<file path="src/rtl/key_pulse_gen_if.sv">
// Key pulse generator signal bundle: raw key input plus debounced pulse/level outputs.
interface key_pulse_gen_if;
  logic key_in;
  logic chan;
  logic key_pressed;

  modport master (
    output key_in,
    input  chan,
    input  key_pressed
  );

  modport slave (
    input  key_in,
    output chan,
    output key_pressed
  );
endinterface : key_pulse_gen_if

</file>
<file path="src/rtl/key_pulse_gen.sv">
// Debounced key-press pulse generator with 2-flop input synchronizer.
// Optional auto-repeat while held is enabled by defining KEY_AUTOREPEAT_EN.
module key_pulse_gen #(
  parameter int DEBOUNCE_CYCLES = 1000000,
  parameter int REPEAT_DELAY    = 25000000,
  parameter int REPEAT_PERIOD   = 10000000
) (
  input  logic             sys_clk,
  input  logic             sys_rst_n,
  key_pulse_gen_if.slave   key_bus
);

  localparam int CNT_W = (DEBOUNCE_CYCLES > 2) ? $clog2(DEBOUNCE_CYCLES) : 1;
  localparam logic [CNT_W-1:0] CNT_LAST = CNT_W'(DEBOUNCE_CYCLES - 1);

  if (DEBOUNCE_CYCLES < 2 || REPEAT_DELAY < 1 || REPEAT_PERIOD < 1) begin : g_cfg_illegal
    $error("key_pulse_gen: illegal timing parameters");
  end

  typedef enum logic [1:0] {
    IDLE         = 2'd0,
    PRESS_WAIT   = 2'd1,
    PRESSED      = 2'd2,
    RELEASE_WAIT = 2'd3
  } state_t;

  state_t           state_r;
  logic [CNT_W-1:0] cnt_r;
  logic             key_meta_r;
  logic             key_sync_r;
  logic             chan_r;
  logic             key_pressed_r;

`ifdef KEY_AUTOREPEAT_EN
  localparam int RPT_MAX = (REPEAT_DELAY > REPEAT_PERIOD) ? REPEAT_DELAY : REPEAT_PERIOD;
  localparam int RPT_W   = $clog2(RPT_MAX + 1);
  localparam logic [RPT_W-1:0] RPT_DELAY_LAST  = RPT_W'(REPEAT_DELAY - 1);
  localparam logic [RPT_W-1:0] RPT_PERIOD_LAST = RPT_W'(REPEAT_PERIOD - 1);

  logic [RPT_W-1:0] rpt_cnt_r;
  // rpt_phase_r is 0 before the first repeat (waits DELAY), 1 afterwards (waits PERIOD)
  logic             rpt_phase_r;
`endif

  // Two-flop synchronizer; idles high so a released key is seen as not pressed
  always_ff @(posedge sys_clk or negedge sys_rst_n) begin
    if (!sys_rst_n) begin
      key_meta_r <= 1'b1;
      key_sync_r <= 1'b1;
    end else begin
      key_meta_r <= key_bus.key_in;
      key_sync_r <= key_meta_r;
    end
  end

  // Debounce FSM with registered pulse and level outputs
  always_ff @(posedge sys_clk or negedge sys_rst_n) begin
    if (!sys_rst_n) begin
      state_r       <= IDLE;
      cnt_r         <= {CNT_W{1'b0}};
      chan_r        <= 1'b0;
      key_pressed_r <= 1'b0;
`ifdef KEY_AUTOREPEAT_EN
      rpt_cnt_r     <= {RPT_W{1'b0}};
      rpt_phase_r   <= 1'b0;
`endif
    end else begin
      chan_r <= 1'b0;
      case (state_r)
        IDLE: begin
          if (!key_sync_r) begin
            state_r <= PRESS_WAIT;
            cnt_r   <= {CNT_W{1'b0}};
          end else begin
            state_r <= IDLE;
          end
        end

        PRESS_WAIT: begin
          if (key_sync_r) begin
            state_r <= IDLE;
          end else if (cnt_r == CNT_LAST) begin
            state_r       <= PRESSED;
            chan_r        <= 1'b1;
            key_pressed_r <= 1'b1;
`ifdef KEY_AUTOREPEAT_EN
            rpt_cnt_r     <= {RPT_W{1'b0}};
            rpt_phase_r   <= 1'b0;
`endif
          end else begin
            cnt_r <= cnt_r + CNT_W'(1);
          end
        end

        PRESSED: begin
          if (key_sync_r) begin
            state_r <= RELEASE_WAIT;
            cnt_r   <= {CNT_W{1'b0}};
          end else begin
            state_r <= PRESSED;
`ifdef KEY_AUTOREPEAT_EN
            if ((!rpt_phase_r && (rpt_cnt_r == RPT_DELAY_LAST)) ||
                ( rpt_phase_r && (rpt_cnt_r == RPT_PERIOD_LAST))) begin
              chan_r      <= 1'b1;
              rpt_cnt_r   <= {RPT_W{1'b0}};
              rpt_phase_r <= 1'b1;
            end else begin
              rpt_cnt_r   <= rpt_cnt_r + RPT_W'(1);
            end
`endif
          end
        end

        // Repeat counter is deliberately untouched here so a bounce resumes timing
        RELEASE_WAIT: begin
          if (!key_sync_r) begin
            state_r <= PRESSED;
          end else if (cnt_r == CNT_LAST) begin
            state_r       <= IDLE;
            key_pressed_r <= 1'b0;
          end else begin
            cnt_r <= cnt_r + CNT_W'(1);
          end
        end

        default: begin
          state_r       <= IDLE;
          cnt_r         <= {CNT_W{1'b0}};
          key_pressed_r <= 1'b0;
        end
      endcase
    end
  end

  assign key_bus.chan        = chan_r;
  assign key_bus.key_pressed = key_pressed_r;

endmodule : key_pulse_gen

</file>
<file path="src/flat_wrapper.sv">
// flat-port wrapper written by rule: the top's interface ports become plain ports
module key_pulse_gen_flat 
#(
  parameter int DEBOUNCE_CYCLES = 1000000,
  parameter int REPEAT_DELAY    = 25000000,
  parameter int REPEAT_PERIOD   = 10000000
)
  (sys_clk, sys_rst_n, key_bus_key_in, key_bus_chan, key_bus_key_pressed);
  key_pulse_gen_if key_bus_i ();
  input  logic sys_clk;
  input  logic sys_rst_n;
  input wire logic [$bits(key_bus_i.key_in)-1:0] key_bus_key_in;
  output wire logic [$bits(key_bus_i.chan)-1:0] key_bus_chan;
  output wire logic [$bits(key_bus_i.key_pressed)-1:0] key_bus_key_pressed;
  assign key_bus_i.key_in = key_bus_key_in;
  assign key_bus_chan = key_bus_i.chan;
  assign key_bus_key_pressed = key_bus_i.key_pressed;
  key_pulse_gen #(.DEBOUNCE_CYCLES(DEBOUNCE_CYCLES), .REPEAT_DELAY(REPEAT_DELAY), .REPEAT_PERIOD(REPEAT_PERIOD)) u_core (.sys_clk(sys_clk), .sys_rst_n(sys_rst_n), .key_bus(key_bus_i));
endmodule
</file>
<file path="config.mk">
export PLATFORM = sky130hd
export DESIGN_NAME = key_pulse_gen_flat
export DESIGN_NICKNAME = d
export VERILOG_FILES = /design/src/rtl/key_pulse_gen_if.sv /design/src/rtl/key_pulse_gen.sv /design/src/flat_wrapper.sv
export SDC_FILE = /design/constraint.sdc
export NUM_CORES = 1
export LEC_CHECK = 0
export CORE_AREA = 2 2 56 58
export DETAILED_ROUTE_END_ITERATION = 8
export DIE_AREA = 0 0 58 60
export GPL_TIMING_DRIVEN = 0
export PLACE_DENSITY = 0.71
export SYNTH_ARGS = -nofsm -noshare
export SYNTH_HDL_FRONTEND = slang
export SYNTH_SLANG_ARGS = --single-unit
export TNS_END_PERCENT = 30
</file>
<file path="constraint.sdc">
create_clock -name sys_clk -period 1.79 [get_ports sys_clk]
set_input_delay 0.2685 -clock sys_clk [delete_from_list [all_inputs] [get_ports sys_clk]]
set_output_delay 0.2685 -clock sys_clk [all_outputs]
set_load 0.01 [all_outputs]
</file>
# Yosys cells after proc, flatten, opt, wreduce, memory -nomap -nowiden

Index checks and enable logic that the tools add are counted.

Add/subtract/negate cells: 1
Equal/unequal tests: 12
Muxes and demuxes: 21
Reductions and logical operators: 5

Operators by type and width:

| operator                                                                 | count |
|---|---|
| 20-bit 2-to-1 mux                                                        | 5 |
| 20-bit one-hot mux with 4 select lines                                   | 1 |
| 20-bit by 1-bit adder with 20-bit output (second input constant)         | 1 |
| 20-bit == test (second input constant)                                   | 1 |
| 1-bit 2-to-1 mux                                                         | 9 |
| 2-bit 2-to-1 mux                                                         | 4 |
| 2-bit by 1-bit inequality test with 1-bit output (second input constant) | 4 |
| 2-bit one-hot mux with 4 select lines                                    | 1 |
| 5-bit AND reduction                                                      | 1 |
| 2-bit == test (second input constant)                                    | 2 |
| 2-bit inequality test (second input constant)                            | 2 |
| 4-bit AND reduction                                                      | 1 |
| 3-bit by 1-bit inequality test with 1-bit output (second input constant) | 1 |
| 3-bit inequality test (second input constant)                            | 1 |
| 2-bit by 1-bit == test with 1-bit output (second input constant)         | 1 |
| 2-bit logical NOT                                                        | 1 |
| 1-bit one-hot mux with 2 select lines                                    | 1 |
| 2-bit AND reduction                                                      | 1 |
| 2-bit nonzero test                                                       | 1 |

Bits in registers: 26
Bits of input ports: 3

# Depth between registers and ports, before layout

Depth in word-level cells: 4
Mapped depth: 8
Depth with buffers taken out: 6

# Worst setup path after synthesis

No wires, ideal clock.

Path kind: reg-to-reg
Start point: reg u_core.cnt_r[0]
End point: reg u_core.cnt_r[8]
Setup time: 0.126 ns
Arrival: 1.737 ns
Path slack: -0.073 ns
Cell stages (with the launch flop): 7
Buffers on the path: 1
Path through: dfrtp_1 > ha_1 > and3_2 > nand4b_2 > o31a_1 > buf_6 > a221o_1

Cells in the longest elaborated chain, start to end: 4

RTL lines:

| what                                                                       | RTL line                                  | source |
|---|---|---|
| from (decl)                                                                | key_pulse_gen.sv:28                       | `logic [CNT_W-1:0] cnt_r;` |
| from (signal assigned)                                                     | key_pulse_gen.sv:60                       | `cnt_r <= {CNT_W{1'b0}};` |
| from (signal assigned)                                                     | key_pulse_gen.sv:73                       | `cnt_r <= {CNT_W{1'b0}};` |
| from (signal assigned)                                                     | key_pulse_gen.sv:91                       | `cnt_r <= cnt_r + CNT_W'(1);` |
| 20-bit by 1-bit adder with 20-bit output or 20-bit == test (tied branches) | -                                         |  |
| 20-bit 2-to-1 mux *                                                        | key_pulse_gen.sv:82, key_pulse_gen.sv:118 |  |
| 20-bit 2-to-1 mux (on tied branches)                                       | key_pulse_gen.sv:116, key_pulse_gen.sv:80 |  |
| 20-bit one-hot mux with 4 select lines *                                   | key_pulse_gen.sv:69                       | `case (state_r)` |

Every way passes the cells marked *; elsewhere a longest branch is shown, timed or not. The select of a mux whose other input is x is not followed.
A chain may end at the register's enable or synchronous reset.

# Worst setup path in the final report

Start point: reg u_core.cnt_r[1]
End point: reg u_core.cnt_r[14]

The elaborated chain is that of the path after synthesis.

==> results.toml <==
[timing]
grt_setup_unrepaired = "true"
fmax_mhz = 526.3
period_needed_ns = 1.900
period_share_pct = 106.1
final.hold.worst_slack_ns = 0.3407
setup_violations = 20
finalClockSkew_ns = 0.003653
final_max_slew_viol_count = 0
timing.slew.headroom_pct = 23.89
worst_slack_ns = -0.1099
timing_hold_violations_final = 0
worst-slew-pin-transition_ns = 1.138
post_route_setup_tns_ns = -1.176

[critical_path]
worst-path-max-fanout = 6
worst_r2r_endpoint = "u_core.cnt_r[14]$_DFFE_PN0P_"
rr_startpoint = "u_core.cnt_r[1]$_DFFE_PN0P_"
buffers_inverters_on_critical_path = 1
timing_worst_setup_path_type = "flop to flop"
cpPeakStageDelay_ns = 0.46
cpMaxStageDelayCell = "sky130_fd_sc_hd__or3_4"
worst_setup_path_start_kind = "flop"
rrSetupSlack_ns = -0.11
timing.critical_path.cells = "ha_4, buf_6, nand4_4, or3_4, o311a_1, a221o_1"
crit_required_ns = 2.01
critPathCaptureType = "flop"
family_of_cells_with_the_greatest_summed_delay_on_the_critical_path = "simple AND/OR/NAND/NOR gates"
critPathArrivalTime_ns = 2.12
r2r_cells = 6

[min_path]
min-delay-start = "key_bus_key_in"
hold_path_class = "input port to flop"
whs_path_depth = 1
hold_path_end = "u_core.key_meta_r$_DFF_PN1_"

[cells_and_area]
antenna_cells = 0
multiInputGateArea_um2 = 834.6
final-instance-count-excl-fill = 200
area_growth_pct = 24.15
final_layout_size_suffix_gt1_share_pct = 32.93
nFillCells = 241
nets = 173
final-seq-area_um2 = 658.1
utilization_pct = 62.72
postLayoutCellArea_um2 = 1821

[route]
routed_wl_um = 3373
initialDrtViolationCount = 40
route.vias.total = 1266
route.detailed.vias_per_inst = 6.330
detail_route.first_pass.iterations = 4
antenna_violating_nets_left = 0
remaining_drc_errors = 0
drt-wirelength-per-cell_um = 16.87

[placement]
port-buffer-count = 4
routabilityCongestion = 0.7712
pre_cts_ws_ns = -0.2278
placed_cell_area_um2 = 1563
hpwlAfterDp_um = 2202
placed_cells = 181

[power]
power.ir.vdd_worst_mv = 0.4932
static-leakage-power_nw = 0.8090
post-layout-total-power_mw = 0.9856
power.density_cell_area_nw_per_um2 = 541.4

[synth]
ys_async_sr_fraction_pct = 100.0
synth_most_common_cell = "sky130_fd_sc_hd__dfrtp_1"
yosys.area_share.xor_xnor_pct = 1.792
synth.area.top_cells = "sky130_fd_sc_hd__dfrtp_1 (41%), sky130_fd_sc_hd__nand3_1 (5.5%), sky130_fd_sc_hd__dfstp_2 (3.6%)"
total_of_flip_flops_plus_latches_after_synthesis = 26
post_synth_num_cell_types = 49
combinational_family_with_the_most_area_after_synthesis = "simple AND/OR/NAND/NOR gates"
area_share_of_the_leading_cell_type_in_the_synthesized_netlist_pct = 40.96
syn_inst = 144
synth_area_um2 = 1466
synth_enable_flop_cells = 0
yosys-mux-area-fraction_pct = 0.6826
syn_avg_cell_area_um2 = 10.18
synthTopCellsByCount = "sky130_fd_sc_hd__dfrtp_1 (24), sky130_fd_sc_hd__nand3_1 (16), sky130_fd_sc_hd__nand2_1 (13), sky130_fd_sc_hd__o21ai_0 (9)"
synth_simple_gate_area_share_pct = 28.41
yosys_warnings = 0
synth-seq-area-share_pct = 44.54
postSynthNetCount = 148
synth_area_leader_cell = "sky130_fd_sc_hd__dfrtp_1"
synth_top_flop_cell = "sky130_fd_sc_hd__dfrtp_1"
synth_compound_area_share_pct = 19.37
post_synth_fa_ha_maj_area_fraction_pct = 0.8532

[clock_tree]
clk_pin_slew_ns = 0.14
root_buffer = "sky130_fd_sc_hd__clkbuf_4"
cts_hold_repair.buffers = 0
htree_levels = 1
worstSkewPairLatency_ns = 0.32
cts.sinks = 26
clockBufferDepth = 2
cts_tree = "yes"
cts-buffers-inserted = 3

[run_status]
violations = "negative setup slack"
result_of_the_run = "finished with violations"

[grt]
global_route.usage.total_pct = 21.63
grt_pass1_vias = 1219
overflow = 0
grt_pass1_wl_um = 5699
grt_max_degree = 27
grt_antenna_before_repair = 0

[floorplan]
die_w_um = 58
top_level_pins = 5
design.core.area_um2 = 2903
design.die.area_um2 = 3480
die_height_um = 60
num_rows = 20
initial_core_util_pct = 50.52

[job]
max_cap_violations = 0
==> how the worst max path moves through the flow <==
stage | slack, ns | end | from | cells after the start
finish | -0.11 | u_core.cnt_r[14]$_DFFE_PN0P_ | u_core.cnt_r[1]$_DFFE_PN0P_ | 6
global route | -0.21 | u_core.cnt_r[9]$_DFFE_PN0P_ | u_core.cnt_r[11]$_DFFE_PN0P_ | 7
CTS | -0.16 | u_core.cnt_r[9]$_DFFE_PN0P_ | u_core.cnt_r[0]$_DFFE_PN0P_ | 8
detailed placement | -0.23 | u_core.cnt_r[4]$_DFFE_PN0P_ | u_core.cnt_r[12]$_DFFE_PN0P_ | 6
global placement | -0.19 | u_core.cnt_r[2]$_DFFE_PN0P_ | u_core.cnt_r[12]$_DFFE_PN0P_ | 6
floorplan | -0.04 | u_core.cnt_r[8]$_DFFE_PN0P_ | u_core.cnt_r[0]$_DFFE_PN0P_ | 6
==> layer usage <==
metal	vias up	GRT usage, %	part of all wire (%)
met5	-	0	0
met2	35	34.74	50
met1	623	28.79	44
met4	0	6.977	1.7
met3	7	5.411	4.1
li1	601	-	-
==> cells by family after synthesis <==
| group | Yosys count |
|---|---|
| buffers and inverters | 10 |
| AND/OR/NAND/NOR | 68 |
| flip-flops | 26 |
| XOR/XNOR | 3 |
| multiplexers | 1 |
| AO/OA/AOI/OAI | 35 |
| adder cells (fa/ha/maj) | 1 |
==> registers in the layout (all words and copies together), names as in the netlist, named ones only <==
register	count
u_core.key_sync_r	1
u_core.key_bus.key_pressed	1
u_core.state_r	1
u_core.key_bus.chan	1
u_core.cnt_r	20
u_core.key_meta_r	1
==> where the power goes <==
part           internal (mW)  total [mW]  switching [mW]
registers              0.600       0.612          0.0115
clock network         0.0789       0.251           0.172
logic                 0.0611       0.123          0.0616
==> final cells by class <==
class,count,area share [%]
sequential,26,36.15
buffer,4,2.680
timing repair buffer,20,10.58
tap,33,2.268
clock buffer,3,1.237
inverter,6,1.237
multi-input combinational,108,45.84
==> placed cells by master, fill, tap and decap left out, types with 3 or more instances in the layout <==
master	synthesis	final
sky130_fd_sc_hd__clkbuf_4	0	3
sky130_fd_sc_hd__nand2_2	1	4
sky130_fd_sc_hd__clkdlybuf4s50_1	0	4
sky130_fd_sc_hd__buf_6	3	5
sky130_fd_sc_hd__or3_1	6	6
sky130_fd_sc_hd__inv_1	5	5
sky130_fd_sc_hd__nand2_1	13	10
sky130_fd_sc_hd__o21ai_1	0	4
sky130_fd_sc_hd__dfrtp_2	0	4
sky130_fd_sc_hd__nand4_1	3	3
sky130_fd_sc_hd__o21ai_2	1	4
sky130_fd_sc_hd__a21oi_1	5	5
sky130_fd_sc_hd__a21o_1	3	3
sky130_fd_sc_hd__nor2_1	6	5
sky130_fd_sc_hd__nand3_1	16	15
sky130_fd_sc_hd__nor3_1	3	3
sky130_fd_sc_hd__buf_4	1	12
sky130_fd_sc_hd__dfrtp_1	24	20
==> what timing repair did <==
action                     in CTS  in global routing
setup buffers                   9                  7
cloned                          1                  0
setup endpoints to repair      22                 22
resized for setup              13                 16
pin swaps                      11                  9
Note: power is estimated with default switching activity, not from simulation.
